`src/rtl/ipv4_ttl_rewriter.sv`:
```
// ipv4_ttl_rewriter
//   Header-edit stage in front of the incremental checksum unit. Captures one
//   HDR_WORDS x 16-bit IPv4 header, decrements TTL, asks the checksum unit for
//   the patched checksum, and then replays the header with the TTL/protocol
//   word and the checksum word replaced. Headers that arrive with TTL 0 or 1
//   are forwarded untouched and flagged on out_expired.
//
// Ports
//   clk, reset                        : clock, async active-high reset
//   in_valid/in_ready/in_data/in_last : header word input stream
//   out_valid/out_ready/out_data/out_last, out_expired : rewritten header out
//   cs_req, cs_old_checksum, cs_removed_val, cs_new_val : request to csum unit
//   cs_gnt, cs_new_checksum           : csum unit reply
//   err_cnt                           : saturating malformed-header count
module ipv4_ttl_rewriter #(
    parameter int TTL_IDX   = 4,
    parameter int CSUM_IDX  = 5,
    parameter int HDR_WORDS = 10
) (
    input  logic        clk,
    input  logic        reset,
    input  logic        in_valid,
    output logic        in_ready,
    input  logic [15:0] in_data,
    input  logic        in_last,
    output logic        out_valid,
    input  logic        out_ready,
    output logic [15:0] out_data,
    output logic        out_last,
    output logic        out_expired,
    output logic        cs_req,
    output logic [15:0] cs_old_checksum,
    output logic [15:0] cs_removed_val,
    output logic [15:0] cs_new_val,
    input  logic        cs_gnt,
    input  logic [15:0] cs_new_checksum,
    output logic [7:0]  err_cnt
);

    localparam logic [3:0] LAST_IDX = 4'(HDR_WORDS - 1);

    localparam logic [2:0] S_CAPTURE = 3'd0;
    localparam logic [2:0] S_REQ     = 3'd1;
    localparam logic [2:0] S_WAIT    = 3'd2;
    localparam logic [2:0] S_EMIT    = 3'd3;
    localparam logic [2:0] S_DRAIN   = 3'd4;

    logic [2:0]  state;
    logic [15:0] hdr_buf [HDR_WORDS];
    logic [3:0]  wr_idx;
    logic [3:0]  rd_idx;
    logic        expired;

    logic [7:0]  ttl;
    logic        ttl_dead;
    logic        in_fire;
    logic        hdr_done;
    logic        err_inc;

    assign in_ready    = (state == S_CAPTURE) || (state == S_DRAIN);
    assign out_valid   = (state == S_EMIT);
    assign out_data    = hdr_buf[rd_idx];
    assign out_last    = out_valid && (rd_idx == LAST_IDX);
    assign out_expired = expired;
    assign cs_req      = (state == S_REQ);

    assign in_fire  = in_valid && in_ready;
    assign ttl      = hdr_buf[TTL_IDX][15:8];
    assign ttl_dead = (ttl <= 8'd1);

    // A header is complete either on a well-formed final word, or when the
    // tail of an over-long header finally shows in_last. TTL/CSUM words sit
    // below the last index, so they are already in the buffer at this point.
    assign hdr_done = in_fire && in_last &&
                      (((state == S_CAPTURE) && (wr_idx == LAST_IDX)) ||
                       (state == S_DRAIN));

    // Malformed: in_last too early, or missing on the final buffered word.
    assign err_inc  = in_fire && (state == S_CAPTURE) &&
                      ((wr_idx == LAST_IDX) ? !in_last : in_last);

    always_ff @(posedge clk or posedge reset) begin
        if (reset) begin
            state           <= S_CAPTURE;
            wr_idx          <= '0;
            rd_idx          <= '0;
            expired         <= 1'b0;
            cs_old_checksum <= '0;
            cs_removed_val  <= '0;
            cs_new_val      <= '0;
            err_cnt         <= '0;
            for (int i = 0; i < HDR_WORDS; i++) hdr_buf[i] <= '0;
        end else begin
            case (state)
                S_CAPTURE: begin
                    if (in_fire) begin
                        hdr_buf[wr_idx] <= in_data;
                        if (wr_idx == LAST_IDX) begin
                            if (!in_last) state <= S_DRAIN;
                        end else if (in_last) begin
                            wr_idx <= '0;          // short header: discard
                        end else begin
                            wr_idx <= wr_idx + 4'd1;
                        end
                    end
                end
                S_DRAIN: ;                         // exits via hdr_done below
                S_REQ:   state <= S_WAIT;
                S_WAIT: begin
                    if (cs_gnt) begin
                        hdr_buf[CSUM_IDX] <= cs_new_checksum;
                        hdr_buf[TTL_IDX]  <= cs_new_val;
                        state             <= S_EMIT;
                    end
                end
                S_EMIT: begin
                    if (out_ready) begin
                        if (rd_idx == LAST_IDX) begin
                            rd_idx  <= '0;
                            wr_idx  <= '0;
                            expired <= 1'b0;
                            state   <= S_CAPTURE;
                        end else begin
                            rd_idx <= rd_idx + 4'd1;
                        end
                    end
                end
                default: state <= S_CAPTURE;
            endcase

            if (hdr_done) begin
                if (ttl_dead) begin
                    expired <= 1'b1;
                    state   <= S_EMIT;
                end else begin
                    // Operands held from here until the grant; the buffer is
                    // not touched again before then.
                    cs_old_checksum <= hdr_buf[CSUM_IDX];
                    cs_removed_val  <= hdr_buf[TTL_IDX];
                    cs_new_val      <= {ttl - 8'd1, hdr_buf[TTL_IDX][7:0]};
                    state           <= S_REQ;
                end
            end

            if (err_inc && (err_cnt != 8'hFF)) err_cnt <= err_cnt + 8'd1;
        end
    end

endmodule

```
`config.mk`:
```
export PLATFORM = sky130hd
export DESIGN_NAME = ipv4_ttl_rewriter
export DESIGN_NICKNAME = d
export VERILOG_FILES = /design/src/rtl/ipv4_ttl_rewriter.sv
export SDC_FILE = /design/constraint.sdc
export NUM_CORES = 1
export LEC_CHECK = 0
export BUFFER_PORTS_ARGS = -buffer_cell sky130_fd_sc_hd__buf_2
export CORE_MARGIN = 2
export CORE_UTILIZATION = 59
export DETAILED_ROUTE_END_ITERATION = 16
export GPL_TIMING_DRIVEN = 0
export PLACE_DENSITY = 0.87
export SLEW_MARGIN = 20
export SYNTH_ARGS = -nofsm -noshare
export SYNTH_HDL_FRONTEND = slang
export SYNTH_SLANG_ARGS = --single-unit
```
`constraint.sdc`:
```
create_clock -name clk -period 11.7 [get_ports clk]
set_input_delay 3.51 -clock clk [delete_from_list [all_inputs] [get_ports clk]]
set_output_delay 3.51 -clock clk [all_outputs]
set_load 0.005 [all_outputs]
```
Word-level counts from Yosys, hierarchy flattened
Cells that the tools add are included.
- div/mod/pow operators: 0
- muxes and demuxes: 31
- $mul: 0
- add/sub/neg operators: 4
- eq/ne operators: 19
- reduce and logical (&&, ||, !) cells: 21
- $lt $le $gt $ge: 4
- bitwise gates (word level): 3
- shifts and indexed selects: 0
- operators by type and width (kind ; count):
    160-bit bitwise mux ; 1
    96-bit two-way mux ; 1
    16-bit binary-select mux with 4-bit select ; 1
    16-bit demux with 4-bit select ; 1
    32-bit case mux with 2 select lines ; 1
    16-bit two-way mux ; 3
    32-bit two-way mux ; 1
    4-bit two-way mux ; 6
    3-bit two-way mux ; 7
    3-bit case mux with 5 select lines ; 1
    5-bit >= comparator, second input constant ; 2
    4-bit NOT with 5-bit output ; 2
    1-bit logical AND ; 9
    3-bit != test, second input constant ; 3
    4-bit by 1-bit adder with 4-bit output, second input constant ; 2
    8-bit by 1-bit adder with 8-bit output, second input constant ; 1
    4-bit equality test, second input constant ; 2
    8-bit by 1-bit less-or-equal comparator with 1-bit output, second input constant ; 1
    2-bit != test, second input constant ; 4
    8-bit != test, second input constant ; 1
    4-bit case mux with 2 select lines ; 1
    8-bit by 1-bit subtractor with 8-bit output, second input constant ; 1
    7-bit AND reduction ; 1
    3-bit by 2-bit equality test with 1-bit output, second input constant ; 2
    16 further kinds ; 27
- memories: 0
- memory bits (read-only): 0
- input bits: 38
- output and inout port bits: 77
- bits in latches: 0
- flip-flop bits (word level): 228
- word-level logic and storage cells: 100
- bits in writable memories: 0

Depth between registers and ports, before layout
Gate-level depths: netlist of the first run.
- word-level depth: 8
- mapped depth: 8
- depth with buffers taken out: 6

Worst setup path before layout of the first run
Ideal clock, no wire load.
- path type: reg-to-output
- start: register rd_idx[0]
- end: output port out_data[5]
- path buffers: 3
- cell stages (with the launch flop): 7
- arrival: 1.766 ns
- data required time: 8.190 ns
- setup slack: 6.424 ns
- path through: dfrtp_1 > buf_2 > buf_2 > clkbuf_1 > mux4_2 > a22oi_1 > o21ai_0
- word-level cells in the longest chain between the ends: 4
- RTL lines (what ; line ; source):
    start: declaration ; 51 ; logic [3:0] rd_idx;
    start signal: assignment ; 124 ; rd_idx <= rd_idx + 4'd1;
    4-bit NOT with 5-bit output (implied by the code) ; 62 ; assign out_data = hdr_buf[rd_idx];
    16-bit binary-select mux with 4-bit select ; 62 ;
    16-bit two-way mux (implied by the code) (2 in a row) ; 62 ;
    end: declaration ; 28 ; output logic [15:0] out_data,
Every way passes these cells. The select of a mux whose other input is x is not followed.

Final worst setup path of the first run
- start: register rd_idx[0]
- end: output port out_data[6]
The elaborated chain is that of the path after synthesis.

==> impl_metrics.tcl, run 1 <==
set metrics [dict create \
    dr.first_iter.drc_count 605 \
    cts-resized-gates 0 \
    wl_um 26200 \
    cts-buffers-inserted 23 \
    path_cells "buf_2 -> buf_2 -> clkbuf_1 -> mux4_2 -> a22oi_1 -> o21ai_0 -> buf_2" \
    tightestPinTransition_ns 0.910 \
    ant_nets 0 \
    async_flop_share_pct 100 \
    crit_path_top_delay_cell "clkbuf_1" \
    core-area_um2 17200 \
    drive_gt1_share_pct 41.6 \
    diodes 0 \
    dp_cells 1087 \
    yosysSeqAreaShare_pct 53.0 \
    io_pins 115 \
    arrival_ns 3.10 \
    io_buffers 97 \
    clkSinkCount 220 \
    power.leakage_nw 6.03 \
    dpl_worst_slack_ns 5.63 \
    slew-limit-headroom_pct 39.3 \
    total_power_mw 2.42 \
    finClkSkew_ns 0.00833 \
    initial_core_util_pct 60.3 \
    cts_setup_buffers 0 \
    drc 0 \
    fin_crit_sh_pct 56.5 \
    hold_violations 0 \
    synth-edff-count 0 \
    layout.cells.non_filler 1127 \
    reg2reg_to "cs_old_checksum[2]" \
    syn-cell-area_um2 10400 \
    setup_ws_ns 5.09 \
    criticalPathCategory "reg2out" \
    path_buf_inv 4 \
    required_ns 8.19 \
    clk_latency_ns 0.51 \
    outcome "finished clean" \
    fin_nets 932 \
    endpoint_kind "output pin" \
    dieArea_um2 18700 \
    syn_to_final_growth_pct 15.4 \
    syn_inst 763 \
    cts-root-buf "clkbuf_16" \
    layout_commonest_cell "dfrtp_1" \
    clk_pin_slew_ns 0.06 \
    die_w_um 137 \
    rsz0062_at_grt "no" \
    peakVddDrop_mv 0.118 \
    setup_viol 0 \
    cpPeakStageDelay_ns 0.54 \
    hold_path.class "reg2reg" \
    cap_violations 0 \
    cp_top_family "buffers and inverters" \
    crit_path_end "out_data[6]" \
    cts_tree "built" \
    cts_buffer_depth 3 \
    crit_path_start_kind "register" \
    ys_warn_count 0 \
    ys.flop_type "dfrtp_1" \
    period_minus_slack_ns 6.61 \
    finalWeightedCongestion 0.850 \
    overflow 0 \
    critPathMostFrequentCell "buf_2" \
    die_h_um 137 \
    grt_max_degree 108 \
    num_vias 7142 \
    routedWlPerCell_um 23.2 \
    cp_num_cells 7 \
    synth_cell_types 51 \
    cts_hold_buf 0 \
    ys_ff_latch 220 \
    drt_first_pass_iters 5 \
    crit_start "rd_idx[0]" \
    crit_fanout 10 \
    hold_ws_ns 0.487 \
    final_cell_mix "220 x dfrtp_1, 128 x mux2_2, 111 x buf_2" \
    htreeDepth 1 \
    r2r_slack_ns 8.92 \
    reg2regPathDepth 8 \
    fmax_mhz 151 \
    fp-row-count 48 \
    r2r_start "wr_idx[1]" \
    antenna_found_initial 0 \
    grt_pass1_wl_um 40600 \
    dp_hpwl_um 17500 \
    syn-num-nets 808 \
    viasPerCell 6.34 \
    p_per_area_nw_per_um2 202 \
    syn_area_per_cell_um2 13.6 \
    grt_pass1_vias 7277 \
    slew_viol_final 0 \
    grtUsageTotal_pct 28.7 \
]
stage by stage:
| step | TNS (ns) | util, % | area [um2] |
|---|---|---|---|
| 3_5_place_dp | 0 | 65.1 | 11200 |
| 5_1_grt | 0 | 69.6 | 12000 |
| 4_1_cts | 0 | 69.6 | 12000 |
| 2_1_floorplan | 0 | - | 10400 |
| 6_report | 0 | 69.6 | 12000 |
| 3_3_place_gp | -8.20 | 64.7 | 11200 |
kinds of logic after synthesis:
logic type,count (synthesis),synth area share [%]
AOI/OAI and AO/OA,107,6.93
xor gates and xnor gates,16,1.35
adders and majority gates,7,0.843
buffers and inverters,78,3.64
DFF,220,53.0
muxes,216,28.1
and+or+nand+nor,119,6.14
power by group:
group	switching [mW]	internal, mW	total, mW	leakage, nW
Clock	0.294	0.448	0.742	0.379
Sequential	0.118	0.872	0.991	2.96
Combinational	0.386	0.299	0.686	2.69
worst min path at each step:
stage	start	to	cells past startpoint
6_report	err_cnt[7]	err_cnt[7]	1
5_1_grt	hdr_buf[126]	hdr_buf[126]	1
4_1_cts	err_cnt[7]	err_cnt[7]	1
2_1_floorplan	hdr_buf[122]	hdr_buf[122]	1
3_5_place_dp	err_cnt[7]	err_cnt[7]	1
3_3_place_gp	err_cnt[7]	err_cnt[7]	1
flip-flops by register name, summed over array words and instances, names as in the netlist:
name             flops
rd_idx               4
out_expired          1
cs_new_val           8
wr_idx               4
state                3
cs_old_checksum     16
hdr_buf            160
err_cnt              8
cs_removed_val      16
Yosys cell counts (2+ instances only):
cell | instances | share of area, %
a22o_1 | 2 | 0.17
nor2_1 | 54 | 2.0
buf_2 | 14 | 0.67
o31ai_1 | 4 | 0.29
a32o_1 | 2 | 0.19
nand3b_1 | 3 | 0.22
a221oi_1 | 16 | 1.3
clkbuf_1 | 31 | 1.1
buf_4 | 8 | 0.58
nor3_1 | 7 | 0.34
and3_1 | 3 | 0.18
a21oi_1 | 19 | 0.91
mux2_4 | 40 | 5.8
o21ai_0 | 26 | 1.3
nor2b_1 | 2 | 0.12
nand2b_1 | 3 | 0.18
nor4b_1 | 2 | 0.17
inv_1 | 8 | 0.29
nand3_1 | 8 | 0.39
ha_1 | 7 | 0.84
buf_6 | 5 | 0.54
mux2_2 | 128 | 14
nand2_4 | 4 | 0.43
dfrtp_1 | 220 | 53
nor3b_1 | 3 | 0.22
or2_2 | 2 | 0.12
xor2_1 | 9 | 0.76
nor4_1 | 3 | 0.18
mux2i_1 | 16 | 1.5
xnor2_1 | 7 | 0.59
nand2_1 | 13 | 0.47
buf_1 | 12 | 0.43
a22oi_1 | 32 | 2.3
mux4_2 | 32 | 6.9
and3b_1 | 2 | 0.17
worst register-to-register path, stage by stage, from the launching register on:
cell	delay [ns]
dfrtp_1	0.42
inv_1	0.10
ha_1	0.30
and3b_1	0.31
o211ai_1	0.29
nor2_1	0.26
buf_2	0.28
buf_2	0.32
mux2_2	0.38
metal layers:
metal | track usage (%) | vias up | routed length, um
met5 | 0 | - | 0
met4 | 12.6 | 0 | 997
met3 | 3.74 | 87 | 1680
met2 | 46.5 | 337 | 12700
met1 | 39.2 | 3669 | 10800
li1 | - | 3049 | -
final cells by class:
class | instances | area [um2]
multi-input cells | 465 | 4510
flip-flops and latches | 220 | 5510
clock buffers | 34 | 687
repair buffers | 99 | 541
plain buffers | 70 | 348
fillers | 1128 | 5250
clock inverters | 6 | 82.6
well taps | 225 | 282
inverters | 8 | 37.5
(Power assumes the default switching activity.)
==> inputs of run 2 (changes only) <==
CORE_UTILIZATION = 53   (was 59)
PLACE_DENSITY = 0.83   (was 0.87)
clock period = 5.4 ns   (was 11.7 ns; I/O delays follow)
==> impl_metrics.tcl, run 2 (same netlist as run 1, synthesis figures left out) <==
set metrics [dict create \
    critPathMostFrequentCell "buf_2" \
    fp-row-count 51 \
    tightestPinTransition_ns 0.856 \
    drive_gt1_share_pct 41.9 \
    cts_setup_buffers 0 \
    largest_register_ffs 160 \
    outcome "finished clean" \
    slew_viol_final 0 \
    hold_violations 0 \
    overflow 0 \
    syn_to_final_growth_pct 16.7 \
    slew-limit-headroom_pct 42.9 \
    core-area_um2 19300 \
    switching_share_pct 32.9 \
    criticalPathCategory "reg2out" \
    grtUsageTotal_pct 25.7 \
    crit_path_start_kind "register" \
    cap_violations 0 \
    period_minus_slack_ns 4.71 \
    layout_commonest_cell "dfrtp_1" \
    cts-root-buf "clkbuf_16" \
    finalWeightedCongestion 0.811 \
    final_cell_mix "220 x dfrtp_1, 128 x mux2_2, 111 x buf_2" \
    grt_max_degree 37 \
    endpoint_kind "output pin" \
    clk_latency_ns 0.51 \
    htreeDepth 1 \
    fin_nets 936 \
    dieArea_um2 20700 \
    rsz0062_at_grt "no" \
    io_pins 115 \
    clkSinkCount 220 \
    fmax_mhz 212 \
    cts_buffer_depth 3 \
    largestRegisters "hdr_buf: 160 flops, cs_old_checksum: 16 flops, cs_removed_val: 16 flops" \
    crit_fanout 10 \
    finClkSkew_ns 0.00559 \
    dp_hpwl_um 18200 \
    initial_core_util_pct 53.8 \
    regMostFlops "hdr_buf" \
    cts-buffers-inserted 22 \
    drc 0 \
    setup_viol 0 \
    viasPerCell 6.07 \
    cts-resized-gates 0 \
    fin_crit_sh_pct 87.2 \
    hold_path.class "reg2reg" \
    postPlaceCellArea_um2 11400 \
    die_h_um 144 \
    cpPeakStageDelay_ns 0.56 \
    power_frac_comb_pct 28.5 \
    drt_first_pass_iters 5 \
    pwr-share-clk_pct 30.7 \
    antenna_found_initial 0 \
    diodes 0 \
    num_vias 7106 \
    final_core_util_pct 62.7 \
    grt_pass1_wl_um 41000 \
    required_ns 3.78 \
    arrival_ns 3.09 \
    path_cells "buf_2 -> buf_2 -> clkbuf_1 -> mux4_2 -> a22oi_1 -> o21ai_0 -> buf_2" \
    crit_path_top_delay_cell "clkbuf_1" \
    r2r_slack_ns 2.65 \
    die_w_um 144 \
    intPower_mw 3.51 \
    clk_pin_slew_ns 0.06 \
    pwr-share-seq_pct 40.9 \
    grt_pass1_vias 7250 \
    final_cell_area_um2 12100 \
    routedWlPerCell_um 22.2 \
    p_per_area_nw_per_um2 431 \
    dr.first_iter.drc_count 577 \
    peakVddDrop_mv 0.187 \
    tns_ns 0 \
    io_buffers 97 \
    power.leakage_nw 6.07 \
    wl_um 26100 \
    ant_nets 0 \
    cts_tree "built" \
    p_sw_mw 1.72 \
    cts_hold_buf 0 \
]
run 2: cell types whose count changed in the layout (fill, tap and decap cells not counted):
cell | before | now
clkinv_2 | 3 | 4
buf_12 | 0 | 5
clkbuf_1 | 35 | 34
inv_8 | 1 | 0
run 2: power groups by stage:
stage | logic, mW | clock network [mW] | registers, mW
final | 1.49 | 1.60 | 2.14
after global routing | 1.62 | 1.69 | 2.16
after CTS | 1.48 | 1.61 | 2.13
after detailed placement | 1.46 | 0 | 2.15
after global placement | 1.40 | 0 | 2.13
after floorplan | 1.04 | 0 | 2.06
run 2: per-stage QoR:
step / cells / setup slack, ns / power [mW] / hold slack (ns)
detailed placement: 1132 / 1.21 / 3.61 / 0.488
global placement: 1125 / -0.287 / 3.54 / 0.477
CTS: 1171 / 0.688 / 5.22 / 0.501
floorplan: 763 / 0.912 / 3.10 / 0.474
finish: 1171 / 0.693 / 5.23 / 0.493
global route: 1171 / 0.539 / 5.47 / 0.514
run 2: critical path, delay by kind of cell, from the launching register on:
| family | cells | cell delay (ns) |
|---|---|---|
| multiplexers | 1 | 0.46 |
| flip-flops | 1 | 0.32 |
| buffers and inverters | 4 | 1.33 |
| AO/OA/AOI/OAI | 2 | 0.45 |
run 2: routing by layer:
layer	GRT usage [%]	part of all wire, %	up-vias	wire [um]
li1	-	-	3060	-
met1	34.4	41	3691	10700
met5	0	0	-	0
met3	4.47	6.1	71	1600
met2	42.4	49	284	12900
met4	9.91	3.5	0	906
run 2: path summary, 6_finish.rpt:
| kind | from | to | depth (start not counted) |
|---|---|---|---|
| setup / recovery | rd_idx[0] | out_data[4] | 7 |
| hold / removal | err_cnt[5] | err_cnt[5] | 1 |
| setup reg to reg | state[1] | cs_old_checksum[5] | 7 |
| hold reg to reg | err_cnt[5] | err_cnt[5] | 1 |
| max in group asynchronous | reset | hdr_buf[67] | 6 |
| min in group asynchronous | reset | err_cnt[5] | 2 |
run 2: area by class of cell:
| class | count | area [um2] |
|---|---|---|
| buffer | 70 | 348 |
| fill | 1393 | 7200 |
| clock inverter | 6 | 80.1 |
| inverter | 8 | 33.8 |
| clock buffer | 33 | 683 |
| multi-input combinational | 465 | 4510 |
| timing repair buffer | 104 | 641 |
| sequential | 220 | 5510 |
| tap | 265 | 332 |
